### config.mk
export PLATFORM = sky130hd
export DESIGN_NAME = cmul_scheduler_flat
export DESIGN_NICKNAME = d
export VERILOG_FILES = /design/src/rtl/cmul_scheduler_if.sv /design/src/rtl/cmul_scheduler.sv /design/src/flat_wrapper.sv
export SDC_FILE = /design/constraint.sdc
export NUM_CORES = 2
export LEC_CHECK = 0
export CAP_MARGIN = 10
export CORE_MARGIN = 2
export CORE_UTILIZATION = 53
export DETAILED_ROUTE_END_ITERATION = 8
export PLACE_DENSITY = 0.8
export SYNTH_ARGS = -nofsm -noshare
export SYNTH_HDL_FRONTEND = slang
export SYNTH_SLANG_ARGS = --single-unit
### constraint.sdc
create_clock -name clk -period 19.7 [get_ports clk]
set_input_delay 5.91 -clock clk [delete_from_list [all_inputs] [get_ports clk]]
set_output_delay 5.91 -clock clk [all_outputs]
set_load 0.005 [all_outputs]
### src/rtl/cmul_scheduler_if.sv
// rtl/cmul_scheduler_if.sv - request/response bundle between requesters, cmul_scheduler and the consumer
// req_conj exists only when CMUL_SCHED_CONJ_EN is defined.
interface cmul_scheduler_if #(
   parameter int WIDTH   = 32,
   parameter int NUM_REQ = 4,
   parameter int ID_W    = ($clog2(NUM_REQ) > 1) ? $clog2(NUM_REQ) : 1
);
   logic [NUM_REQ-1:0]       req_valid;
   logic [NUM_REQ-1:0]       req_ready;
   logic [NUM_REQ*WIDTH-1:0] req_a;
   logic [NUM_REQ*WIDTH-1:0] req_b;
`ifdef CMUL_SCHED_CONJ_EN
   logic [NUM_REQ-1:0]       req_conj;
`endif
   logic                     rsp_valid;
   logic                     rsp_ready;
   logic [ID_W-1:0]          rsp_id;
   logic [2*WIDTH-1:0]       rsp_result;

   modport master (
`ifdef CMUL_SCHED_CONJ_EN
      output req_conj,
`endif
      output req_valid, req_a, req_b, rsp_ready,
      input  req_ready, rsp_valid, rsp_id, rsp_result
   );

   modport slave (
`ifdef CMUL_SCHED_CONJ_EN
      input  req_conj,
`endif
      input  req_valid, req_a, req_b, rsp_ready,
      output req_ready, rsp_valid, rsp_id, rsp_result
   );
endinterface

### src/rtl/cmul_scheduler.sv
// rtl/cmul_scheduler.sv - round-robin arbiter in front of a two-stage shared complex multiplier
// Define CMUL_SCHED_CONJ_EN to add per-request conjugation of operand b.
module cmul_scheduler #(
   parameter int WIDTH   = 32,
   parameter int NUM_REQ = 4
) (
   input  logic              clk,
   input  logic              rst_n,
   cmul_scheduler_if.slave   bus
);
   localparam int ID_W = ($clog2(NUM_REQ) > 1) ? $clog2(NUM_REQ) : 1;
   localparam int H    = WIDTH / 2;

   logic [ID_W-1:0]    ptr;
   logic [ID_W-1:0]    gidx;
   logic [ID_W:0]      cand;
   logic [NUM_REQ-1:0] grant;
   logic               any_grant;
   logic               s1_v;
   logic               s1_adv;
   logic               s2_adv;
   logic [WIDTH-1:0]   s1_a;
   logic [WIDTH-1:0]   s1_b;
   logic [ID_W-1:0]    s1_id;
`ifdef CMUL_SCHED_CONJ_EN
   logic               s1_conj;
`endif

   logic signed [WIDTH-1:0] ar, ai, br, bi, bi_eff;
   logic signed [WIDTH-1:0] prod_re, prod_im;

   assign s2_adv = !bus.rsp_valid || bus.rsp_ready;
   assign s1_adv = !s1_v || s2_adv;

   // Scan from the far end back toward ptr so the last hit is the first in priority order.
   always_comb begin
      gidx      = '0;
      any_grant = 1'b0;
      cand      = '0;
      for (int k = NUM_REQ - 1; k >= 0; k--) begin
         cand = {1'b0, ptr} + (ID_W+1)'(k);
         if (cand >= (ID_W+1)'(NUM_REQ)) begin
            cand = cand - (ID_W+1)'(NUM_REQ);
         end
         if (bus.req_valid[cand[ID_W-1:0]]) begin
            gidx      = cand[ID_W-1:0];
            any_grant = 1'b1;
         end
      end
      grant = any_grant ? (NUM_REQ'(1) << gidx) : '0;
   end

   assign bus.req_ready = (rst_n && s1_adv) ? grant : '0;

   assign ar = {{H{s1_a[H-1]}},     s1_a[H-1:0]};
   assign ai = {{H{s1_a[WIDTH-1]}}, s1_a[WIDTH-1:H]};
   assign br = {{H{s1_b[H-1]}},     s1_b[H-1:0]};
   assign bi = {{H{s1_b[WIDTH-1]}}, s1_b[WIDTH-1:H]};

`ifdef CMUL_SCHED_CONJ_EN
   // bi is already widened, so negating -2^(H-1) cannot wrap.
   assign bi_eff = s1_conj ? -bi : bi;
`else
   assign bi_eff = bi;
`endif

   assign prod_re = ar * br - ai * bi_eff;
   assign prod_im = ar * bi_eff + ai * br;

   always_ff @(posedge clk or negedge rst_n) begin
      if (!rst_n) begin
         ptr     <= '0;
         s1_v    <= 1'b0;
         s1_a    <= '0;
         s1_b    <= '0;
         s1_id   <= '0;
`ifdef CMUL_SCHED_CONJ_EN
         s1_conj <= 1'b0;
`endif
      end else if (s1_adv) begin
         s1_v <= any_grant;
         if (any_grant) begin
            s1_a    <= bus.req_a[gidx*WIDTH +: WIDTH];
            s1_b    <= bus.req_b[gidx*WIDTH +: WIDTH];
            s1_id   <= gidx;
`ifdef CMUL_SCHED_CONJ_EN
            s1_conj <= bus.req_conj[gidx];
`endif
            ptr     <= (gidx == ID_W'(NUM_REQ - 1)) ? '0 : gidx + ID_W'(1);
         end
      end
   end

   always_ff @(posedge clk or negedge rst_n) begin
      if (!rst_n) begin
         bus.rsp_valid  <= 1'b0;
         bus.rsp_id     <= '0;
         bus.rsp_result <= '0;
      end else if (s2_adv) begin
         bus.rsp_valid  <= s1_v;
         bus.rsp_id     <= s1_id;
         bus.rsp_result <= {prod_im, prod_re};
      end
   end
endmodule

### src/flat_wrapper.sv
// flat-port wrapper written by rule: the top's interface ports become plain ports
module cmul_scheduler_flat 
#(
   parameter int WIDTH   = 32,
   parameter int NUM_REQ = 4
)
  (clk, rst_n, bus_req_valid, bus_req_a, bus_req_b, bus_rsp_ready, bus_req_ready, bus_rsp_valid, bus_rsp_id, bus_rsp_result);
  cmul_scheduler_if #(.WIDTH(WIDTH), .NUM_REQ(NUM_REQ)) bus_i ();
  input  logic clk;
  input  logic rst_n;
  input wire logic [$bits(bus_i.req_valid)-1:0] bus_req_valid;
  input wire logic [$bits(bus_i.req_a)-1:0] bus_req_a;
  input wire logic [$bits(bus_i.req_b)-1:0] bus_req_b;
  input wire logic [$bits(bus_i.rsp_ready)-1:0] bus_rsp_ready;
  output wire logic [$bits(bus_i.req_ready)-1:0] bus_req_ready;
  output wire logic [$bits(bus_i.rsp_valid)-1:0] bus_rsp_valid;
  output wire logic [$bits(bus_i.rsp_id)-1:0] bus_rsp_id;
  output wire logic [$bits(bus_i.rsp_result)-1:0] bus_rsp_result;
  assign bus_i.req_valid = bus_req_valid;
  assign bus_i.req_a = bus_req_a;
  assign bus_i.req_b = bus_req_b;
  assign bus_i.rsp_ready = bus_rsp_ready;
  assign bus_req_ready = bus_i.req_ready;
  assign bus_rsp_valid = bus_i.rsp_valid;
  assign bus_rsp_id = bus_i.rsp_id;
  assign bus_rsp_result = bus_i.rsp_result;
  cmul_scheduler #(.WIDTH(WIDTH), .NUM_REQ(NUM_REQ)) u_core (.clk(clk), .rst_n(rst_n), .bus(bus_i));
endmodule
==> run_results.csv <==
group,metric,value,unit
timing,hold_viol,0,
synthesis,post_synth_xor_area_fraction,1.816,%
floorplanning,design.core.area,87160,um^2
synthesis,synthAdderAreaFrac,57.48,%
synthesis,number_of_flops_mapped_to_enable_cells_by_yosys,0,
timing,actual_transition_at_the_worst_max_transition_pin,1.028,ns
timing,timing.final.setup_violations,0,
final_layout,drive_gt1_share,2.410,%
synthesis,avgSynthCellArea,8.884,um^2
setup_path,cp_top_family,"buffers and inverters",
final_layout,num-nets-final,7146,
detailed_routing,detail_route.iter0.violations,2545,
timing,rsz0062_at_grt,"false",
setup_path,r2r-start,"u_core.s1_b[16]$_DFFE_PN0P_",
setup_path,worstPathArrival,8.49,ns
timing,layout_worst_path_cycle_share,73.09,%
setup_path,critPathSlowestCell,"clkdlybuf4s50_1",
clock_tree,clock_latency,0.52,ns
synthesis,syn_area,46780,um^2
final_layout,final.fill_count,7317,
timing,maxSlewHeadroom,31.48,%
synthesis,synth_cell_types,56,
placement,gp_congestion,0.9271,
synthesis,synth.top_cell.area_share,49.17,%
detailed_routing,avgRoutedWirePerCell,19.48,um
clock_tree,cts_sink_cnt,136,
floorplanning,std_cell_rows,108,
floorplanning,die-area,90660,um^2
global_routing,antenna_violations_before_repair,7,
timing,period_minus_slack,14.40,ns
synthesis,synthFlopType,"dfrtp_1",
synthesis,synth_top_family_by_area,"adder cells",
global_routing,grt_overflow,0,
setup_path,critical_path.startpoint,"bus_req_valid[0]",
synthesis,synthMostInstantiatedCell,"inv_1",
final_layout,layout-area-overhead-vs-synth,10.64,%
synthesis,post_synth_inst_count,5266,
floorplanning,ioPinCount,334,
timing,post_route_setup_tns,0,ns
detailed_routing,detail_route.first_pass.iterations,6,
synthesis,netlist.top_cell.by_area,"fa_1",
synthesis,synth-async-reset-ratio,100.0,%
clock_tree,cts_hold_repair_buffers,0,
setup_path,worst-r2r-setup-slack,11.14,ns
detailed_routing,vias,35350,
clock_tree,cts_repair_resize_count,0,
setup_path,cp_data_required_time,13.79,ns
clock_tree,max_h_tree_level,4,
timing,clock_skews,0.02735,ns
global_routing,grt_first_pass_wirelength,208200,um
setup_path,cp-endpoint,"bus_req_ready[0]",
setup_path,critical_path_cell_count,8,
global_routing,grt_start_max_net_pins,109,
synthesis,syn-num-nets,6989,
detailed_routing,ant_nets,0,
timing,fmax,0.06945,GHz
setup_path,critical_path.max_stage_delay,0.54,ns
synthesis,synth-compound-area-share,4.127,%
setup_path,sort_of_element_at_the_end_of_the_critical_path,"output port",
setup_path,worst_setup_path_type,"in2out",
flow_run,drv_cap,0,
setup_path,worstRegToRegCells,23,
placement,detailedPlacementHpwl,100900,um
setup_path,timing.critical_path.buf_inv,3,
placement,place.port_buffers,333,
clock_tree,ctsRootBufferMaster,"clkbuf_16",
floorplanning,initial_core_utilization,53.68,%
clock_tree,cts_buffers,17,
clock_tree,post-cts-setup-buffer-count,0,
worst_hold_path,hold_class,"reg2reg",
clock_tree,clkTransAtPathRegs,0.07,ns
synthesis,synth_mux_area_share,0.04547,%
synthesis,yosys_register_bits,136,
clock_tree,clk_path_buf_depth,2,
setup_path,crit-reg2reg-capture,"u_core.bus.rsp_result[28]$_DFFE_PN0P_",
clock_tree,tritoncts_clock_tree,"done",
synthesis,synth_simple_gate_area_share,16.86,%
setup_path,path_common_cell,"clkdlybuf4s50_1",
global_routing,number_of_global_route_vias_before_repair,39210,
synthesis,ys_top_cells_by_area,"fa_1 49%, inv_1 10%, ha_1 8.3%",
timing,maxSlewViolCount,0,
synthesis,synth_warnings,0,
detailed_routing,route.detailed.vias_per_inst,5.359,
detailed_routing,drt_drc_violations_left,0,
synthesis,share_of_the_yosys_chip_area_belonging_to_registers,7.274,%
synthesis,post_synth_most_frequent_cells,"1,281 x inv_1, 1,149 x fa_1, 987 x nand2_1, 451 x and2_1, 311 x ha_1",
outcome,status,"finished, final reports clean",
global_routing,grt_use_total,30.09,%
setup_path,cp-start-kind,"input pin",
detailed_routing,drt_wl_total,128500,um
floorplanning,die_h,301.1,um
setup_path,ordered_list_of_cells_on_the_worst_path,"clkdlybuf4s50_1 -> a21oi_1 -> o21a_1 -> o22a_4 -> inv_4 -> ha_1 -> and3_1 -> clkdlybuf4s50_1",
floorplanning,floorplan.die.width,301.1,um
setup_path,critical_path.max_fanout,56,
-- layout by cell type, fill, tap and decap left out, types with 72 or more instances in the layout --
cell / instances
a21oi_1: 72
and2_1: 451
clkdlybuf4s50_1: 332
dfrtp_1: 125
fa_1: 1149
ha_1: 311
inv_1: 1280
nand2_1: 987
nand3_1: 77
o21ai_0: 186
-- final cells by class --
class / count / area [um^2] / area share, %
multi-input combinational: 3585 / 37620 / 72.68
inverter: 1281 / 4811 / 9.294
timing repair buffer: 402 / 3865 / 7.467
sequential: 136 / 3417 / 6.602
tap: 1155 / 1445 / 2.792
clock buffer: 18 / 429.2 / 0.8291
clock inverter: 14 / 163.9 / 0.3167
antenna: 5 / 12.51 / 0.02417
-- stage by stage --
stage / hold WS, ns / utilization [%] / setup slack, ns / cell area (um^2) / cells
global route: 0.4913 / 59.38 / 5.121 / 51750 / 6593
floorplan: 0.4456 / - / 6.411 / 46780 / 5266
detailed placement: 0.4557 / 58.69 / 5.295 / 51160 / 6559
global placement: 0.4480 / 58.69 / 5.292 / 51160 / 6559
finish: 0.4649 / 59.39 / 5.302 / 51760 / 6596
CTS: 0.4708 / 59.37 / 5.283 / 51750 / 6591
-- tightest hold or removal path, stage by stage (launching register included) --
cell     delay [ns]
dfrtp_1        0.34
nand2_1        0.05
nand2_1        0.04
-- cells by family after synthesis --
| group | after synthesis |
|---|---|
| simple gates | 1690 |
| compound gates | 336 |
| xor+xnor | 97 |
| fa+ha+maj | 1460 |
| flops | 136 |
| buf+inv | 1545 |
| mux | 2 |
-- per-layer routing --
metal	wire length (um)	global-route usage, %	vias to the layer above
met5	33	0	-
met4	9663	19.75	4
met3	10210	5.713	456
met2	62820	50.89	1682
met1	45780	35.07	17740
li1	-	-	15460
-- state kept, by name, indices dropped and copies added, names as in the netlist --
signal,flops
u_core.bus.rsp_valid,1
u_core.s1_a,32
u_core.s1_id,2
u_core.s1_b,32
u_core.bus.rsp_result,64
u_core.ptr,2
u_core.s1_v,1
u_core.bus.rsp_id,2
-- how the worst min path moves through the flow --
stage	startpoint	end	slack [ns]	cells past startpoint
after floorplan	u_core.s1_id[0]$_DFFE_PN0P_	u_core.bus.rsp_id[0]$_DFFE_PN0P_	0.45	2
after global placement	u_core.bus.rsp_result[36]$_DFFE_PN0P_	u_core.bus.rsp_result[36]$_DFFE_PN0P_	0.45	2
after detailed placement	u_core.bus.rsp_result[34]$_DFFE_PN0P_	u_core.bus.rsp_result[34]$_DFFE_PN0P_	0.46	2
after CTS	u_core.bus.rsp_result[34]$_DFFE_PN0P_	u_core.bus.rsp_result[34]$_DFFE_PN0P_	0.47	2
after global routing	u_core.bus.rsp_id[1]$_DFFE_PN0P_	u_core.bus.rsp_id[1]$_DFFE_PN0P_	0.49	2
final	u_core.bus.rsp_result[34]$_DFFE_PN0P_	u_core.bus.rsp_result[34]$_DFFE_PN0P_	0.46	2
Power is not shown: default switching activity piles up to over one toggle a cycle in this logic, so the estimate is an artifact.
